`src/rtl/omnivision_spi_pkg.sv`:
```
`default_nettype none
// ============================================================================
// Module      : omnivision_spi_pkg
// Description : Shared constants, parser state encoding and header check for
//               the 2-bit OmniVision serial pixel link (receive side and the
//               transmit model).
// Revision    : 1.0 - initial release
// ============================================================================
package omnivision_spi_pkg;

  localparam logic [7:0] SYNC_FF   = 8'hFF;
  localparam logic [7:0] SYNC_00   = 8'h00;
  localparam logic [7:0] MODE_RAW8 = 8'h2A;

  typedef enum logic [2:0] {
    HUNT   = 3'd0,
    MODE   = 3'd1,
    COLS_L = 3'd2,
    COLS_H = 3'd3,
    ROWS_L = 3'd4,
    ROWS_H = 3'd5,
    DATA   = 3'd6
  } state_e;

  // A header is usable only for the raw-8 mode with a non-empty image.
  function automatic logic hdr_ok(input logic [7:0]  mode,
                                  input logic [15:0] cols,
                                  input logic [15:0] rows);
    return (mode == MODE_RAW8) && (cols != 16'd0) && (rows != 16'd0);
  endfunction

endpackage
`default_nettype wire

```
`src/rtl/omnivision_spi_deser.sv`:
```
`default_nettype none
// ============================================================================
// Module      : omnivision_spi_deser
// Description : Oversampling front end. Synchronises sclk/sdat, detects sclk
//               rising edges, assembles four 2-bit pairs (LSB pair first) into
//               a byte and detects the end of a burst by an idle timeout.
// Revision    : 1.0 - initial release
// Ports       : clk, resetb      clock, async active-low reset
//               i_clr            drop any partial byte and suppress output
//               i_sclk, i_sdat   raw link inputs
//               o_byte           assembled byte, valid with o_byte_stb
//               o_byte_stb       one-cycle strobe per completed byte
//               o_frag_err       pulse: burst ended with 1-3 pairs pending
//               o_burst_end      pulse: IDLE_CYCLES clocks without an edge
// ============================================================================
module omnivision_spi_deser
  import omnivision_spi_pkg::*;
#(
  parameter int SYNC_STAGES = 2,
  parameter int IDLE_CYCLES = 8
) (
  input  logic       clk,
  input  logic       resetb,
  input  logic       i_clr,
  input  logic       i_sclk,
  input  logic [1:0] i_sdat,
  output logic [7:0] o_byte,
  output logic       o_byte_stb,
  output logic       o_frag_err,
  output logic       o_burst_end
);

  localparam int IDLE_W = $clog2(IDLE_CYCLES + 1);
  localparam logic [IDLE_W-1:0] IDLE_MAX = IDLE_W'(IDLE_CYCLES);

  logic [SYNC_STAGES-1:0]      sclk_sync_q, sclk_sync_d;
  logic [SYNC_STAGES-1:0][1:0] sdat_sync_q, sdat_sync_d;
  logic                        sclk_dly_q, sclk_dly_d;
  logic [1:0]                  sdat_dly_q, sdat_dly_d;
  logic                        edge_q, edge_d;
  logic [1:0]                  k_q, k_d;
  logic [5:0]                  shreg_q, shreg_d;
  logic [7:0]                  byte_q, byte_d;
  logic                        byte_stb_q, byte_stb_d;
  logic                        frag_err_q, frag_err_d;
  logic                        burst_end_q, burst_end_d;
  logic [IDLE_W-1:0]           idle_q, idle_d;
  logic [IDLE_W-1:0]           w_idle_inc;

  assign w_idle_inc = idle_q + IDLE_W'(1);

  always_comb begin
    sclk_sync_d    = sclk_sync_q;
    sdat_sync_d    = sdat_sync_q;
    sclk_sync_d[0] = i_sclk;
    sdat_sync_d[0] = i_sdat;
    for (int i = 1; i < SYNC_STAGES; i++) begin
      sclk_sync_d[i] = sclk_sync_q[i-1];
      sdat_sync_d[i] = sdat_sync_q[i-1];
    end

    // The data delay stage keeps sdat aligned with the registered edge flag.
    sclk_dly_d  = sclk_sync_q[SYNC_STAGES-1];
    sdat_dly_d  = sdat_sync_q[SYNC_STAGES-1];
    edge_d      = sclk_sync_q[SYNC_STAGES-1] & ~sclk_dly_q;

    k_d         = k_q;
    shreg_d     = shreg_q;
    byte_d      = byte_q;
    idle_d      = idle_q;
    byte_stb_d  = 1'b0;
    frag_err_d  = 1'b0;
    burst_end_d = 1'b0;

    if (edge_q) begin
      idle_d = '0;
      if (k_q == 2'd3) begin
        byte_d     = {sdat_dly_q, shreg_q};
        byte_stb_d = ~i_clr;
        k_d        = 2'd0;
      end else begin
        shreg_d = {sdat_dly_q, shreg_q[5:2]};
        k_d     = k_q + 2'd1;
      end
    end else if (idle_q != IDLE_MAX) begin
      // Counter saturates; the burst-end pulse fires once when it arrives.
      idle_d = w_idle_inc;
      if (w_idle_inc == IDLE_MAX) begin
        burst_end_d = 1'b1;
        frag_err_d  = (k_q != 2'd0);
        k_d         = 2'd0;
      end
    end

    if (i_clr) begin
      k_d = 2'd0;
    end
  end

  always_ff @(posedge clk or negedge resetb) begin
    if (!resetb) begin
      sclk_sync_q <= '0;
      sdat_sync_q <= '0;
      sclk_dly_q  <= 1'b0;
      sdat_dly_q  <= 2'd0;
      edge_q      <= 1'b0;
      k_q         <= 2'd0;
      shreg_q     <= 6'd0;
      byte_q      <= 8'd0;
      byte_stb_q  <= 1'b0;
      frag_err_q  <= 1'b0;
      burst_end_q <= 1'b0;
      idle_q      <= '0;
    end else begin
      sclk_sync_q <= sclk_sync_d;
      sdat_sync_q <= sdat_sync_d;
      sclk_dly_q  <= sclk_dly_d;
      sdat_dly_q  <= sdat_dly_d;
      edge_q      <= edge_d;
      k_q         <= k_d;
      shreg_q     <= shreg_d;
      byte_q      <= byte_d;
      byte_stb_q  <= byte_stb_d;
      frag_err_q  <= frag_err_d;
      burst_end_q <= burst_end_d;
      idle_q      <= idle_d;
    end
  end

  assign o_byte      = byte_q;
  assign o_byte_stb  = byte_stb_q;
  assign o_frag_err  = frag_err_q;
  assign o_burst_end = burst_end_q;

endmodule
`default_nettype wire

```
`src/rtl/omnivision_spi_rx.sv`:
```
`default_nettype none
// ============================================================================
// Module      : omnivision_spi_rx
// Description : Receive side of the 2-bit OmniVision serial pixel link. Locks
//               to the FF FF 00 header, decodes mode/cols/rows and regenerates
//               a parallel pixel stream with fv/lv/dv framing.
// Revision    : 1.0 - initial release
// Ports       : clk, resetb        clock, async active-low reset
//               enable             0 forces HUNT and drops fv/lv/dv
//               sclk, sdat[1:0]    serial link
//               data, dv, fv, lv   pixel stream and framing
//               mode, num_cols,    last accepted header fields
//               num_rows
//               frame_done         pulse after last pixel of a frame
//               hdr_err            pulse: rejected header
//               frag_err           pulse: burst ended inside a byte
//               row_err            pulse: burst ended mid-row
// ============================================================================
module omnivision_spi_rx
  import omnivision_spi_pkg::*;
#(
  parameter int DATA_WIDTH  = 10,
  parameter int SYNC_STAGES = 2,
  parameter int IDLE_CYCLES = 8
) (
  input  logic                  clk,
  input  logic                  resetb,
  input  logic                  enable,
  input  logic                  sclk,
  input  logic [1:0]            sdat,
  output logic [DATA_WIDTH-1:0] data,
  output logic                  dv,
  output logic                  fv,
  output logic                  lv,
  output logic [7:0]            mode,
  output logic [15:0]           num_cols,
  output logic [15:0]           num_rows,
  output logic                  frame_done,
  output logic                  hdr_err,
  output logic                  frag_err,
  output logic                  row_err
);

  logic [7:0]  w_rx_byte;
  logic        w_byte_stb;
  logic        w_burst_end;
  logic [15:0] w_rows_full;

  omnivision_spi_deser #(
    .SYNC_STAGES (SYNC_STAGES),
    .IDLE_CYCLES (IDLE_CYCLES)
  ) u_deser (
    .clk         (clk),
    .resetb      (resetb),
    .i_clr       (~enable),
    .i_sclk      (sclk),
    .i_sdat      (sdat),
    .o_byte      (w_rx_byte),
    .o_byte_stb  (w_byte_stb),
    .o_frag_err  (frag_err),
    .o_burst_end (w_burst_end)
  );

  state_e                state_q, state_d;
  logic [15:0]           hist_q, hist_d;
  logic [7:0]            mode_sh_q, mode_sh_d;
  logic [15:0]           cols_sh_q, cols_sh_d;
  logic [15:0]           rows_sh_q, rows_sh_d;
  logic [7:0]            mode_q, mode_d;
  logic [15:0]           num_cols_q, num_cols_d;
  logic [15:0]           num_rows_q, num_rows_d;
  logic [15:0]           col_q, col_d;
  logic [15:0]           row_q, row_d;
  logic [DATA_WIDTH-1:0] data_q, data_d;
  logic                  dv_q, dv_d;
  logic                  fv_q, fv_d;
  logic                  lv_q, lv_d;
  logic                  eol_q, eol_d;
  logic                  eof_q, eof_d;
  logic                  frame_done_q, frame_done_d;
  logic                  hdr_err_q, hdr_err_d;
  logic                  row_err_q, row_err_d;

  assign w_rows_full = {w_rx_byte, rows_sh_q[7:0]};

  always_comb begin
    state_d      = state_q;
    hist_d       = hist_q;
    mode_sh_d    = mode_sh_q;
    cols_sh_d    = cols_sh_q;
    rows_sh_d    = rows_sh_q;
    mode_d       = mode_q;
    num_cols_d   = num_cols_q;
    num_rows_d   = num_rows_q;
    col_d        = col_q;
    row_d        = row_q;
    data_d       = data_q;
    fv_d         = fv_q;
    lv_d         = lv_q;
    dv_d         = 1'b0;
    eol_d        = 1'b0;
    eof_d        = 1'b0;
    frame_done_d = 1'b0;
    hdr_err_d    = 1'b0;
    row_err_d    = 1'b0;

    // lv covers the last pixel of a row, then falls; fv follows one cycle
    // after the last pixel of the frame.
    if (dv_q && eol_q) begin
      lv_d = 1'b0;
    end
    if (eof_q) begin
      fv_d         = 1'b0;
      frame_done_d = 1'b1;
    end

    if (!enable) begin
      state_d = HUNT;
      hist_d  = 16'd0;
      fv_d    = 1'b0;
      lv_d    = 1'b0;
      dv_d    = 1'b0;
    end else if (w_byte_stb) begin
      case (state_q)
        HUNT: begin
          if (hist_q == {SYNC_FF, SYNC_FF} && w_rx_byte == SYNC_00) begin
            state_d = MODE;
            hist_d  = 16'd0;
          end else begin
            hist_d = {hist_q[7:0], w_rx_byte};
          end
        end
        MODE: begin
          mode_sh_d = w_rx_byte;
          state_d   = COLS_L;
        end
        COLS_L: begin
          cols_sh_d[7:0] = w_rx_byte;
          state_d        = COLS_H;
        end
        COLS_H: begin
          cols_sh_d[15:8] = w_rx_byte;
          state_d         = ROWS_L;
        end
        ROWS_L: begin
          rows_sh_d[7:0] = w_rx_byte;
          state_d        = ROWS_H;
        end
        ROWS_H: begin
          rows_sh_d = w_rows_full;
          if (hdr_ok(mode_sh_q, cols_sh_q, w_rows_full)) begin
            mode_d     = mode_sh_q;
            num_cols_d = cols_sh_q;
            num_rows_d = w_rows_full;
            fv_d       = 1'b1;
            col_d      = 16'd0;
            row_d      = 16'd0;
            state_d    = DATA;
          end else begin
            hdr_err_d = 1'b1;
            state_d   = HUNT;
          end
        end
        DATA: begin
          // Every byte here is a pixel, including FF/00 values.
          dv_d = 1'b1;
          lv_d = 1'b1;
          data_d = '0;
          data_d[DATA_WIDTH-1 -: 8] = w_rx_byte;
          if (col_q == num_cols_q - 16'd1) begin
            col_d = 16'd0;
            eol_d = 1'b1;
            if (row_q == num_rows_q - 16'd1) begin
              row_d   = 16'd0;
              eof_d   = 1'b1;
              state_d = HUNT;
            end else begin
              row_d = row_q + 16'd1;
            end
          end else begin
            col_d = col_q + 16'd1;
          end
        end
        default: state_d = HUNT;
      endcase
    end else if (w_burst_end && state_q == DATA && col_q != 16'd0) begin
      // Short row: close it and account for it as a complete row.
      row_err_d = 1'b1;
      lv_d      = 1'b0;
      col_d     = 16'd0;
      if (row_q == num_rows_q - 16'd1) begin
        row_d        = 16'd0;
        fv_d         = 1'b0;
        frame_done_d = 1'b1;
        state_d      = HUNT;
      end else begin
        row_d = row_q + 16'd1;
      end
    end
  end

  always_ff @(posedge clk or negedge resetb) begin
    if (!resetb) begin
      state_q      <= HUNT;
      hist_q       <= 16'd0;
      mode_sh_q    <= 8'd0;
      cols_sh_q    <= 16'd0;
      rows_sh_q    <= 16'd0;
      mode_q       <= 8'd0;
      num_cols_q   <= 16'd0;
      num_rows_q   <= 16'd0;
      col_q        <= 16'd0;
      row_q        <= 16'd0;
      data_q       <= '0;
      dv_q         <= 1'b0;
      fv_q         <= 1'b0;
      lv_q         <= 1'b0;
      eol_q        <= 1'b0;
      eof_q        <= 1'b0;
      frame_done_q <= 1'b0;
      hdr_err_q    <= 1'b0;
      row_err_q    <= 1'b0;
    end else begin
      state_q      <= state_d;
      hist_q       <= hist_d;
      mode_sh_q    <= mode_sh_d;
      cols_sh_q    <= cols_sh_d;
      rows_sh_q    <= rows_sh_d;
      mode_q       <= mode_d;
      num_cols_q   <= num_cols_d;
      num_rows_q   <= num_rows_d;
      col_q        <= col_d;
      row_q        <= row_d;
      data_q       <= data_d;
      dv_q         <= dv_d;
      fv_q         <= fv_d;
      lv_q         <= lv_d;
      eol_q        <= eol_d;
      eof_q        <= eof_d;
      frame_done_q <= frame_done_d;
      hdr_err_q    <= hdr_err_d;
      row_err_q    <= row_err_d;
    end
  end

  assign data       = data_q;
  assign dv         = dv_q;
  assign fv         = fv_q;
  assign lv         = lv_q;
  assign mode       = mode_q;
  assign num_cols   = num_cols_q;
  assign num_rows   = num_rows_q;
  assign frame_done = frame_done_q;
  assign hdr_err    = hdr_err_q;
  assign row_err    = row_err_q;

endmodule
`default_nettype wire
```
`config.mk`:
```
export PLATFORM = sky130hd
export DESIGN_NAME = omnivision_spi_rx
export DESIGN_NICKNAME = d
export VERILOG_FILES = /design/src/rtl/omnivision_spi_pkg.sv /design/src/rtl/omnivision_spi_deser.sv /design/src/rtl/omnivision_spi_rx.sv
export SDC_FILE = /design/constraint.sdc
export NUM_CORES = 1
export LEC_CHECK = 0
export ABC_CLOCK_PERIOD_IN_PS = 2700
export CAP_MARGIN = 10
export CORE_MARGIN = 4
export CORE_UTILIZATION = 50
export DETAILED_ROUTE_END_ITERATION = 7
export PLACE_DENSITY = 0.72
export SYNTH_ARGS = -nofsm -noshare
export SYNTH_HDL_FRONTEND = slang
export SYNTH_SLANG_ARGS = --single-unit
```
`constraint.sdc`:
```
create_clock -name clk -period 2.7 [get_ports clk]
set_input_delay 0.405 -clock clk [delete_from_list [all_inputs] [get_ports clk]]
set_output_delay 0.405 -clock clk [all_outputs]
set_load 0.01 [all_outputs]
```
# Yosys cells after proc, flatten, opt, wreduce, memory -nomap -nowiden

Cells that the tools add are included.

Register bits: 172
Input bits: 6
Output and inout port bits: 57
Word-level logic and storage cells: 165

$add $sub $neg: 6
Equality and inequality tests: 23
Muxes and demuxes: 73
Bitwise operators: 3
Reductions and logical operators: 27

Operators with widths:

| operator                                              | number |
|---|---|
| 2-to-1 mux 16 bit                                     | 12 |
| case mux 16 bit (2 select lines)                      | 2 |
| nonzero test 16 bit                                   | 3 |
| 2-to-1 mux 1 bit                                      | 44 |
| adder 16 x 1 -> 16 bit, second input constant         | 2 |
| equality test 16 bit                                  | 2 |
| subtractor 16 x 1 -> 16 bit, second input constant    | 2 |
| 2-to-1 mux 3 bit                                      | 7 |
| case mux 3 bit (7 select lines)                       | 1 |
| AND reduction 3 bit                                   | 6 |
| equality test 16 bit, second input constant           | 1 |
| inequality test 4 bit, second input constant          | 3 |
| 2-to-1 mux 2 bit                                      | 5 |
| equality test 3 bit, second input constant            | 3 |
| inequality test 3 x 1 -> 1 bit, second input constant | 3 |
| inequality test 3 bit, second input constant          | 3 |
| equality test 8 x 6 -> 1 bit, second input constant   | 1 |
| logical NOT 8 bit                                     | 1 |
| 2-to-1 mux 4 bit                                      | 2 |
| AND reduction 2 bit                                   | 4 |
| AND reduction 4 bit                                   | 2 |
| equality test 3 x 2 -> 1 bit, second input constant   | 2 |
| logical AND 1 bit                                     | 6 |
| nonzero test 2 bit                                    | 3 |
| 10 further kinds                                      | 12 |

# Depth between registers and ports, before layout

Gate-level depths: netlist of run 1.

Depth in word-level cells: 7
Depth in mapped cells: 11
Depth with buffers taken out: 10

# Hierarchy

Synthesis of run 1 repeated with hierarchy kept, for this count alone.

Cell total of the unflattened synthesis: 761
Area, all modules: 8394.3 sq um

Modules (own cells, without submodules):

| module               | times used | cells an instance | area an instance (sq um) | sequential area each (sq um) |
|---|---|---|---|---|
| omnivision_spi_rx    | 1          | 675               | 7139.3                   | 3478.3 |
| omnivision_spi_deser | 1          | 86                | 1255.0                   | 825.8 |

# Worst setup path before layout of run 1

OpenSTA, ideal clock, no wires.

Path kind: reg2reg
Start: register num_cols_q[6], in the netlist num_cols[6]
End: register row_q[0]
Library setup time: 0.125 ns
Data arrival time: 2.800 ns
Required time: 2.575 ns
Slack: -0.225 ns
Cell stages (with the launch flop): 10
Buffers on the path: 1
Clock period less this slack: 2.925 ns
Cell sequence: dfrtp_1 clkbuf_1 or4_4 nor4_4 xor2_1 o221a_2 a221oi_4 nand2_4 a21oi_4 mux2_2

Cells in the longest elaborated chain, start to end: 4

Ends and longest elaborated chain:

| item                            | RTL line                 | source |
|---|---|---|
| start, declared                 | omnivision_spi_rx.sv:70  | `logic [15:0] num_cols_q, num_cols_d;` |
| start signal, assigned          | omnivision_spi_rx.sv:230 | `num_cols_q <= num_cols_d;` |
| subtractor 16 x 1 -> 16 bit     | omnivision_spi_rx.sv:170 | `if (col_q == num_cols_q - 16'd1) begin` |
| equality test 16 bit            | omnivision_spi_rx.sv:170 |  |
| inequality test 3 bit (no line) | -                        |  |
| AND reduction 5 bit (no line)   | -                        |  |
| end signal, assigned            | omnivision_spi_rx.sv:233 | `row_q <= row_d;` |
| end, declared                   | omnivision_spi_rx.sv:73  | `logic [15:0] row_q, row_d;` |

Every way passes these cells.
A chain may end at the register's enable or synchronous reset.

# Worst setup path in the final report of run 1

Start: register num_cols_q[1], in the netlist num_cols[1]
End: register row_q[11]

Same word-level chain as after synthesis.

==> out/results.ini, run 1 <==
[setup_path]
worstPathArrival_ps = 3270
crit_type = reg2reg
crit_path_start_kind = register
path_max_fanout = 8
required_ps = 3050
end_kind = register

[detailed_routing]
viasPerCell = 5.985
drt_iter0_drc = 519
drt-total-wl_mm = 23.28
drc = 0
drtAntennaViolNets = 0
num_vias = 6907
avgRoutedWirePerCell_um = 20.17
drtPass1Iterations = 7

[cells_and_area]
n_antenna_cell = 0
area_growth_pct = 29.94
fillers = 1214
nets = 937
multi_input_area_um2 = 4407
fin_util_pct = 66.85
register_area_um2 = 4308
finalNonFillerCells = 1154
drive_above_1_share_pct = 31.26

[pwr]
power_density_nw_per_um2 = 509.7
p_leak_nw = 5.198
ir_drop_v = 0.0005354

[clock_tree]
clock_path_buffers = 2
htreeDepth = 4
cts_sinks = 172
cts_buffers = 17
clkLatencyLatePin_ps = 430
clk_pin_slew_ps = 70
cts_root_buf = clkbuf_16
cts_tree = yes

[synthesis]
synth-seq-cells = 172
netlist_area_um2 = 8622
yosysWarningCount = 0
synth_top_area_share_pct = 49.92
ys.flop_type = dfrtp_1
synth_common_cells = 172 x dfrtp_1, 87 x mux2_2, 48 x nor2_1
synth_cell_types = 76
yosysMostFrequentCell = dfrtp_1
synth_edf_count = 0
yosysTopAreaCell = dfrtp_1
netlist_top_cells_area = dfrtp_1 50%, mux2_2 11%, xnor2_1 3.3%, a22o_1 2.4%, nor2_1 2.1%
syn_avg_cell_area_um2 = 11.15
async_flop_share_pct = 100.0
yosysSeqAreaShare_pct = 49.92
synthCells = 773

[floorplan]
die_y_um = 139.3
die_area_um2 = 19410
core_um2 = 16760
fp.dieW_um = 139.3
rows = 47
ioPinCount = 63
initial_core_util_pct = 51.44

[timing]
period_share_pct = 108.4
tightest_slew_ps = 1031
timing.final.hold_violations = 0
grt_setup_unrepaired = true
max_clock_freq_mhz = 341.8
slew_violations = 0
slew_headroom_pct = 31.05
fin_crit_ps = 2926
fin_ws_ps = -225.7
finalSetupViolations = 34
clock-skew-final_ps = 10.85

[global_route]
use_met1_pct = 31.65
met2_usage_pct = 39.67
grt-ovfl-total = 0
grt_pass1_wl_mm = 37.62
grt_use_total_pct = 23.80
grt_pass1_vias = 7096
met3_usage_pct = 3.979
busiest_layer = met2
antenna_found_initial = 0
grt_max_degree = 67

[placed_design]
placed_cells = 1105
numPortBuffers = 60
preCtsSetupSlack_ps = -256.7
dp_hpwl_mm = 15.92
gp_congestion = 0.9648

[run_status]
status = finished, violations left
violations = setup timing

[worst_hold_path]
hold_path_class = reg2reg

[flow_run]
cap_violations = 0

## power by group
part	internal, mW	switching (mW)	leakage, nW
combinational	0.160	0.206	2.56
clock	1.51	1.08	0.308
sequential	2.66	0.0943	2.33
## registers in the layout, indices dropped and copies added, names as in the netlist, 2 cells and up
| name | cells |
|---|---|
| num_cols | 16 |
| u_deser.idle_q | 4 |
| mode_sh_q | 8 |
| u_deser.sdat_dly_q | 2 |
| u_deser.sclk_sync_q | 2 |
| row_q | 16 |
| rows_sh_q | 8 |
| mode | 8 |
| hist_q | 16 |
| num_rows | 16 |
| u_deser.sdat_dly_d | 2 |
| u_deser.shreg_q | 6 |
| cols_sh_q | 16 |
| data | 8 |
| u_deser.o_byte | 8 |
| u_deser.k_q | 2 |
| u_deser.sdat_sync_d | 2 |
| state_q | 3 |
| col_q | 16 |
## critical path, stage by stage (launching register included)
cell and delay, ps:
dfrtp_1 410, or4_4 590, nor4_4 260, buf_4 160
nand4b_1 110, o221a_4 150, a221oi_4 290, buf_6 190
nand2_4 100, a2111o_1 440, a21oi_1 160
## timing repair
action / in CTS / in global routing
gates cloned: 1 / 2
resized for setup: 26 / 27
pin swaps: 16 / 19
setup buffers: 10 / 4
hold buffers: 1 / 0
setup endpoints to repair: 34 / 35
endpoints found under the hold margin: 35 / 0
## cells by family (layout without fill, tap and decap cells)
logic type	after synthesis	in the layout	synth area share (%)
and+or+nand+nor	253	255	16.50
DFF	172	172	49.92
AOI/OAI and AO/OA	131	131	12.31
muxes	91	91	11.83
buffers and inverters	69	227	3.280
xor gates and xnor gates	46	46	4.673
adders and majority gates	10	10	1.451
other	1	2	0.04349
## cells in the final DEF (no fill, tap or decap), drive strengths merged, types with 19 or more instances in the layout
master / Yosys / routed
clkdlybuf4s50: 0 / 59
dfrtp: 172 / 172
nor2: 49 / 49
xnor2: 32 / 32
nand4: 19 / 19
buf: 13 / 106
nor4: 24 / 24
a21oi: 22 / 22
inv: 28 / 35
nand2: 39 / 41
clkbuf: 28 / 20
nand3: 24 / 24
mux2: 87 / 87
a22o: 24 / 24
## per-layer routing
| metal | up-vias | share of wire [%] |
|---|---|---|
| met3 | 42 | 4.9 |
| met2 | 222 | 51 |
| met4 | 0 | 2.2 |
| li1 | 3143 | - |
| met5 | - | 0 |
| met1 | 3500 | 42 |
## final timing paths
| check | from | end | slack (ps) | depth (start not counted) |
|---|---|---|---|---|
| min in group asynchronous | resetb | col_q[8] | 550 | 2 |
| worst min-delay path | u_deser.sdat_dly_d[1] | u_deser.sdat_dly_q[1] | 360 | 0 |
| worst min register to register | u_deser.sdat_dly_d[1] | u_deser.sdat_dly_q[1] | 360 | 0 |
| max in group asynchronous | resetb | mode_sh_q[6] | 1380 | 3 |
| worst max register to register | num_cols[1] | row_q[11] | -230 | 10 |
| worst max-delay path | num_cols[1] | row_q[11] | -230 | 10 |
## layout make-up
cell class                      count  share of cell area (%)
Clock buffer                       19                   3.954
Clock inverter                     13                   1.586
Sequential cell                   172                   38.45
Inverter                           28                  0.9381
Multi-Input combinational cell    535                   39.33
Tap cell                          220                   2.457
Timing Repair Buffer              167                   13.28
## metrics by stage
| step | power, mW | hold slack, ps | TNS, ps | instance area [um2] |
|---|---|---|---|---|
| after global placement | 3.120 | 337.7 | -2709 | 10120 |
| after detailed placement | 3.156 | 340.4 | -5678 | 10120 |
| after global routing | 5.908 | 364.5 | -8558 | 11200 |
| final | 5.710 | 355.2 | -4397 | 11200 |
| after CTS | 5.747 | 358.0 | -1964 | 10970 |
| after floorplan | 2.992 | 109.4 | -1743 | 8712 |
No activity file was read; power rests on OpenSTA's default activity.
==> run 2: changes to the inputs <==
ABC_CLOCK_PERIOD_IN_PS = 3700   (was 2700)
CAP_MARGIN = not set   (was 10)
PLACE_DENSITY = 0.7   (was 0.72)
SKIP_CTS_REPAIR_TIMING = 1   (was not set)
clock period = 3.7 ns   (was 2.7 ns; I/O delays follow)
==> run 2 against run 1 <==
Net effect:
- fmax fell by 12%
- largest power group unchanged
- cell count fell by 8.6%
- largest cell class is now flip-flops and latches
- critical endpoint is now row_q[4]
- the run now ends clean
- register-to-register slack improved by 590 ps
- combinational power fell by 41%
==> out/results.ini, run 2 (same netlist as run 1, synthesis figures left out) <==
[detailed_routing]
drt_iter0_drc = 501  ; -3.5%
drtAntennaViolNets = 0  ; unchanged
drc = 0  ; unchanged
drt-total-wl_mm = 20.55  ; -12%
num_vias = 6352  ; -8.0%
avgRoutedWirePerCell_um = 19.48  ; -3.4%
drtPass1Iterations = 5  ; -2
viasPerCell = 6.021  ; +0.59%

[setup_path]
path_max_fanout = 28  ; +20
worstSetupStartpoint = num_cols[0]
r2r_setup_slack_ps = 360  ; +590 ps
crit_slowest_cell = or4b_1
crit_path_max_incr_delay_ps = 550  ; -40 ps
crit_path_start_kind = register
required_ps = 4070  ; +1020 ps
r2r-start = num_cols[0]
reg2reg_depth = 10  ; unchanged
worstPathArrival_ps = 3700  ; +430 ps
crit_chain = inv_1 -> ha_1 -> or4b_1 -> nor4_1 -> xnor2_1 -> nand3_1 -> nor4_2 -> nand2_4 -> a211oi_4 -> a22o_1
end_kind = register
crit_type = reg2reg

[timing]
timing.final.hold_violations = 0  ; unchanged
fin_crit_ps = 3340  ; +413.9 ps
fin_hold_ws_ps = 159.2  ; -196.0 ps
max_clock_freq_mhz = 299.4  ; -12%
period_share_pct = 90.26  ; -18 points
setup_tns_ps = 0  ; +4397 ps
tightest_slew_ps = 958.6  ; -71.95 ps
clock-skew-final_ps = 16.18  ; +5.325 ps
grt_setup_unrepaired = false
finalSetupViolations = 0  ; -100%
slew_headroom_pct = 35.86  ; +4.8 points
fin_ws_ps = 360.4  ; +586.1 ps
slew_violations = 0  ; unchanged

[global_route]
grt_pass1_wl_mm = 33.89  ; -9.9%
grt_max_degree = 83  ; +24%
antenna_found_initial = 0  ; unchanged
grt_use_total_pct = 21.60  ; -2.2 points
grt-ovfl-total = 0  ; unchanged
grt_pass1_vias = 6253  ; -12%

[clock_tree]
clock_path_buffers = 2  ; unchanged
htreeDepth = 4  ; unchanged
cts_tree = yes
clk_pin_slew_ps = 70  ; about the same
cts_buffers = 17  ; unchanged
cts_sinks = 172  ; unchanged
cts_root_buf = clkbuf_16
clkLatencyLatePin_ps = 440  ; about the same

[flow_run]
cap_violations = 0  ; unchanged

[floorplan]
fp.dieW_um = 139.3  ; unchanged
initial_core_util_pct = 51.44  ; unchanged
core_um2 = 16760  ; unchanged
ioPinCount = 63  ; unchanged
die_area_um2 = 19410  ; unchanged
die_y_um = 139.3  ; unchanged
rows = 47  ; unchanged

[pwr]
pwr-share-seq_pct = 48.8  ; +0.6 points
swShare_pct = 24.16  ; -0.028 points
p_total_mw = 4.150  ; -27%
p_leak_nw = 4.603  ; -11%
power_frac_clock_pct = 46.0  ; +0.6 points
p_sw_mw = 1.003  ; -27%
intPower_mw = 3.147  ; -27%
ir_drop_v = 0.0003627  ; -32%
combPwrFrac_pct = 5.2  ; -1.2 points
power_density_nw_per_um2 = 412.4  ; -19%

[worst_hold_path]
hold_path_class = in2async

[cells_and_area]
final_common_cell = dfrtp_1
nets = 838  ; -11%
drive_above_1_share_pct = 18.32  ; -13 points
multi_input_area_um2 = 4044  ; -8.2%
fin_util_pct = 60.04  ; -6.8 points
n_antenna_cell = 0  ; unchanged
final_cell_mix = 172 x dfrtp_1, 87 x mux2_2, 59 x clkdlybuf4s50_1, 47 x nor2_1, 38 x nand2_1
area_growth_pct = 16.72
fillers = 1378  ; +14%
register_area_um2 = 4304  ; about the same

[placed_design]
preCtsSetupSlack_ps = 401.3  ; +658.0 ps
gp_congestion = 0.8962  ; -7.1%
numPortBuffers = 60  ; unchanged
dp_hpwl_mm = 14.89  ; -6.5%

[run_status]
status = completed

-- run 2: final cells by class --
type | instances | share of cell area, %
Multi-Input combinational cell | 533 | 40.18
Inverter | 28 | 1.044
Tap cell | 220 | 2.735
Timing Repair Buffer | 70 | 6.975
Sequential cell | 172 | 42.77
Clock inverter | 14 | 1.927
Clock buffer | 18 | 4.364
-- run 2: path summary, 6_finish.rpt --
check                                          to
hold / removal                           row_q[6]
setup reg to reg                         row_q[4]
min in group clk           u_deser.sclk_sync_q[1]
max in group asynchronous            mode_sh_q[7]
hold reg to reg            u_deser.sclk_sync_q[1]
setup / recovery                         row_q[4]
-- run 2: metal layers --
metal / vias to the layer above / GRT usage (%) / routed length (um)
li1: 2945 / - / -
met1: 3183 / 30.77 / 9502
met2: 202 / 34.20 / 9779
met3: 22 / 3.774 / 911
met4: 0 / 6.282 / 356
met5: - / 0 / 0
-- run 2: worst max-delay path, delay by kind of cell (launching register included) --
kind	cells	cell delay, ps
buffers and inverters	1	80
adder cells (fa/ha/maj)	1	240
flip-flops	1	440
AND/OR/NAND/NOR	5	1540
XOR/XNOR	1	190
AO/OA/AOI/OAI	2	770
-- run 2: stage by stage --
step / area (um2) / instances
finish: 10060 / 1055
global route: 10060 / 1055
CTS: 10060 / 1055
detailed placement: 9430 / 1023
global placement: 9430 / 1023
floorplan: 8626 / 774
-- run 2: power groups by stage --
stage	Sequential, mW	Clock (mW)	Combinational (mW)
2_1_floorplan	2.02	0	0.155
3_3_place_gp	2.05	0	0.208
3_5_place_dp	2.06	0	0.220
4_1_cts	2.03	1.94	0.221
5_1_grt	2.04	2.03	0.250
6_report	2.03	1.91	0.216
==> run 3: changes to the inputs <==
CORE_UTILIZATION = 60   (was 50)
PLACE_DENSITY = 0.81   (was 0.7)
RECOVER_POWER = 50   (was not set)
==> run 3 against run 2 <==
Net effect:
- the run now ends with capacitance limit, slew limit left
- highest routed layer unchanged
- register-to-register slack got worse by 40 ps
- clock skew is 5.5 ps lower
- final area decreased by 0.48%
- critical endpoint is now row_q[0]
- die area shrank 16%
- critical path type unchanged
==> out/results.ini, run 3 (same netlist as run 1, synthesis figures left out) <==
[pwr]
swShare_pct = 23.33  ; -0.83 points
p_sw_mw = 0.9868  ; -1.6%
power_frac_clock_pct = 46.6  ; +0.6 points
power_density_nw_per_um2 = 422.3  ; +2.4%
ir_drop_v = 0.0005078  ; +40%
p_leak_nw = 4.602  ; about the same
intPower_mw = 3.243  ; +3.0%
combPwrFrac_pct = 5.4  ; +0.2 points
pwr-share-seq_pct = 48.0  ; -0.8 points

[detailed_routing]
drc = 0  ; unchanged
avgRoutedWirePerCell_um = 20.19  ; +3.7%
drtAntennaViolNets = 0  ; unchanged
drtPass1Iterations = 6  ; +1
viasPerCell = 6.433  ; +6.8%
drt_iter0_drc = 774  ; +54%
drt-total-wl_mm = 20.50  ; -0.26%
num_vias = 6529  ; +2.8%

[timing]
setup_tns_ps = 0  ; unchanged
tightest_slew_ps = 1797  ; +838.6 ps
grt_setup_unrepaired = false
timing.final.hold_violations = 0  ; unchanged
fin_ws_ps = 322.1  ; -38.27 ps
slew_headroom_pct = -19.81  ; -56 points
period_share_pct = 91.29  ; +1.0 points
fin_crit_ps = 3378  ; +38.27 ps
slew_violations = 73  ; +73
finalSetupViolations = 0  ; unchanged
clock-skew-final_ps = 10.68  ; -5.501 ps
fin_hold_ws_ps = 349.3  ; +190.1 ps
max_clock_freq_mhz = 296.0  ; -1.1%

[placed_design]
post_dp_cell_area_um2 = 9358  ; -0.77%
dp_hpwl_mm = 14.36  ; -3.6%
gp_congestion = 0.9347  ; +4.3%
preCtsSetupSlack_ps = 350.8  ; -50.56 ps
placed_cells = 982  ; -4.0%
numPortBuffers = 60  ; unchanged

[global_route]
grt-ovfl-total = 0  ; unchanged
grt_max_degree = 74  ; -11%
grt_pass1_wl_mm = 33.37  ; -1.5%
grt_pass1_vias = 6321  ; +1.1%
antenna_found_initial = 1  ; +1
grt_use_total_pct = 25.82  ; +4.2 points

[setup_path]
crit_chain = inv_1 -> ha_1 -> or4b_1 -> nor4_1 -> xnor2_1 -> nand3_1 -> nor4_2 -> nand2_4 -> a21oi_4 -> mux2_2
crit_path_max_incr_delay_ps = 540  ; about the same
required_ps = 4010  ; -60 ps
path_max_fanout = 28  ; unchanged
crit_slowest_cell = or4b_1
worstPathArrival_ps = 3690  ; about the same
crit_path_start_kind = register
crit_type = reg2reg
end_kind = register
worst-path-buf-inv = 1  ; unchanged
cpLargestDelayFamily = simple AND/OR/NAND/NOR gates

[floorplan]
fp.dieW_um = 127.9  ; -8.2%
die_y_um = 127.9  ; -8.2%
ioPinCount = 63  ; unchanged
rows = 43  ; -8.5%
core_um2 = 13990  ; -17%
die_area_um2 = 16350  ; -16%
initial_core_util_pct = 61.64  ; +10 points

[clock_tree]
cts_buffers = 17  ; unchanged
cts_tree = yes
cts_sinks = 172  ; unchanged
htreeDepth = 4  ; unchanged
clock_path_buffers = 2  ; unchanged
cts_root_buf = clkbuf_16
clkLatencyLatePin_ps = 430  ; about the same
clk_pin_slew_ps = 70  ; about the same

[cells_and_area]
final_cell_mix = 172 x dfrtp_1, 87 x mux2_2, 55 x clkdlybuf4s50_1, 47 x nor2_1, 38 x nand2_1
final_area_um2 = 10010  ; -0.48%
nets = 837  ; -0.12%
area_growth_pct = 16.15
final_common_cell = dfrtp_1
finalNonFillerCells = 1015  ; -3.8%
drive_above_1_share_pct = 18.11  ; -0.22 points

[run_status]
status = finished, violations left
violations = capacitance limit, slew limit

[flow_run]
cap_violations = 1  ; +1

[worst_hold_path]
hold_path_class = reg2reg

-- run 3: final cells by class --
| type | instances | area, um2 |
|---|---|---|
| Clock buffer | 20 | 466.7 |
| Sequential cell | 172 | 4304 |
| Fill cell | 988 | 3974 |
| Inverter | 28 | 105.1 |
| Clock inverter | 12 | 196.4 |
| Timing Repair Buffer | 69 | 673.1 |
| Antenna cell | 1 | 2.502 |
| Tap cell | 180 | 225.2 |
| Multi-Input combinational cell | 533 | 4041 |
-- run 3: worst register-to-register path: cells and delay by family (launching register included) --
family | cells | cell delay [ps]
buf+inv | 1 | 80
flops | 1 | 440
fa+ha+maj | 1 | 240
compound gates | 1 | 380
xor+xnor | 1 | 180
simple gates | 5 | 1550
mux | 1 | 380
-- run 3: metal layers --
metal	wire length (um)	GRT usage (%)	part of all wire, %	vias up
li1	-	-	-	2952
met3	1387	4.458	6.8	47
met4	510	10.05	2.5	0
met2	9881	40.54	48	292
met1	8717	36.16	43	3238
met5	0	0	0	-
-- run 3: power groups by stage --
| stage | Sequential [mW] | Clock [mW] | Combinational (mW) |
|---|---|---|---|
| after floorplan | 2.02 | 0 | 0.155 |
| after global placement | 2.05 | 0 | 0.203 |
| after detailed placement | 2.06 | 0 | 0.226 |
| after CTS | 2.03 | 1.99 | 0.229 |
| after global routing | 2.04 | 2.07 | 0.256 |
| final | 2.03 | 1.97 | 0.227 |
-- run 3: final timing paths --
kind,start,end,slack (ps),cells after the start
worst max-delay path,num_cols[0],row_q[0],320,10
worst min-delay path,u_deser.sdat_dly_d[1],u_deser.sdat_dly_q[1],350,0
worst max register to register,num_cols[0],row_q[0],320,10
worst min register to register,u_deser.sdat_dly_d[1],u_deser.sdat_dly_q[1],350,0
max in group asynchronous,resetb,u_deser.idle_q[1],1480,2
min in group asynchronous,resetb,row_q[6],600,1
-- run 3: metrics by stage --
step / power (mW) / utilization [%]
after floorplan: 2.180 / -
after global placement: 2.255 / 66.90
after detailed placement: 2.288 / 66.90
after CTS: 4.250 / 71.64
after global routing: 4.368 / 71.59
final: 4.230 / 71.59
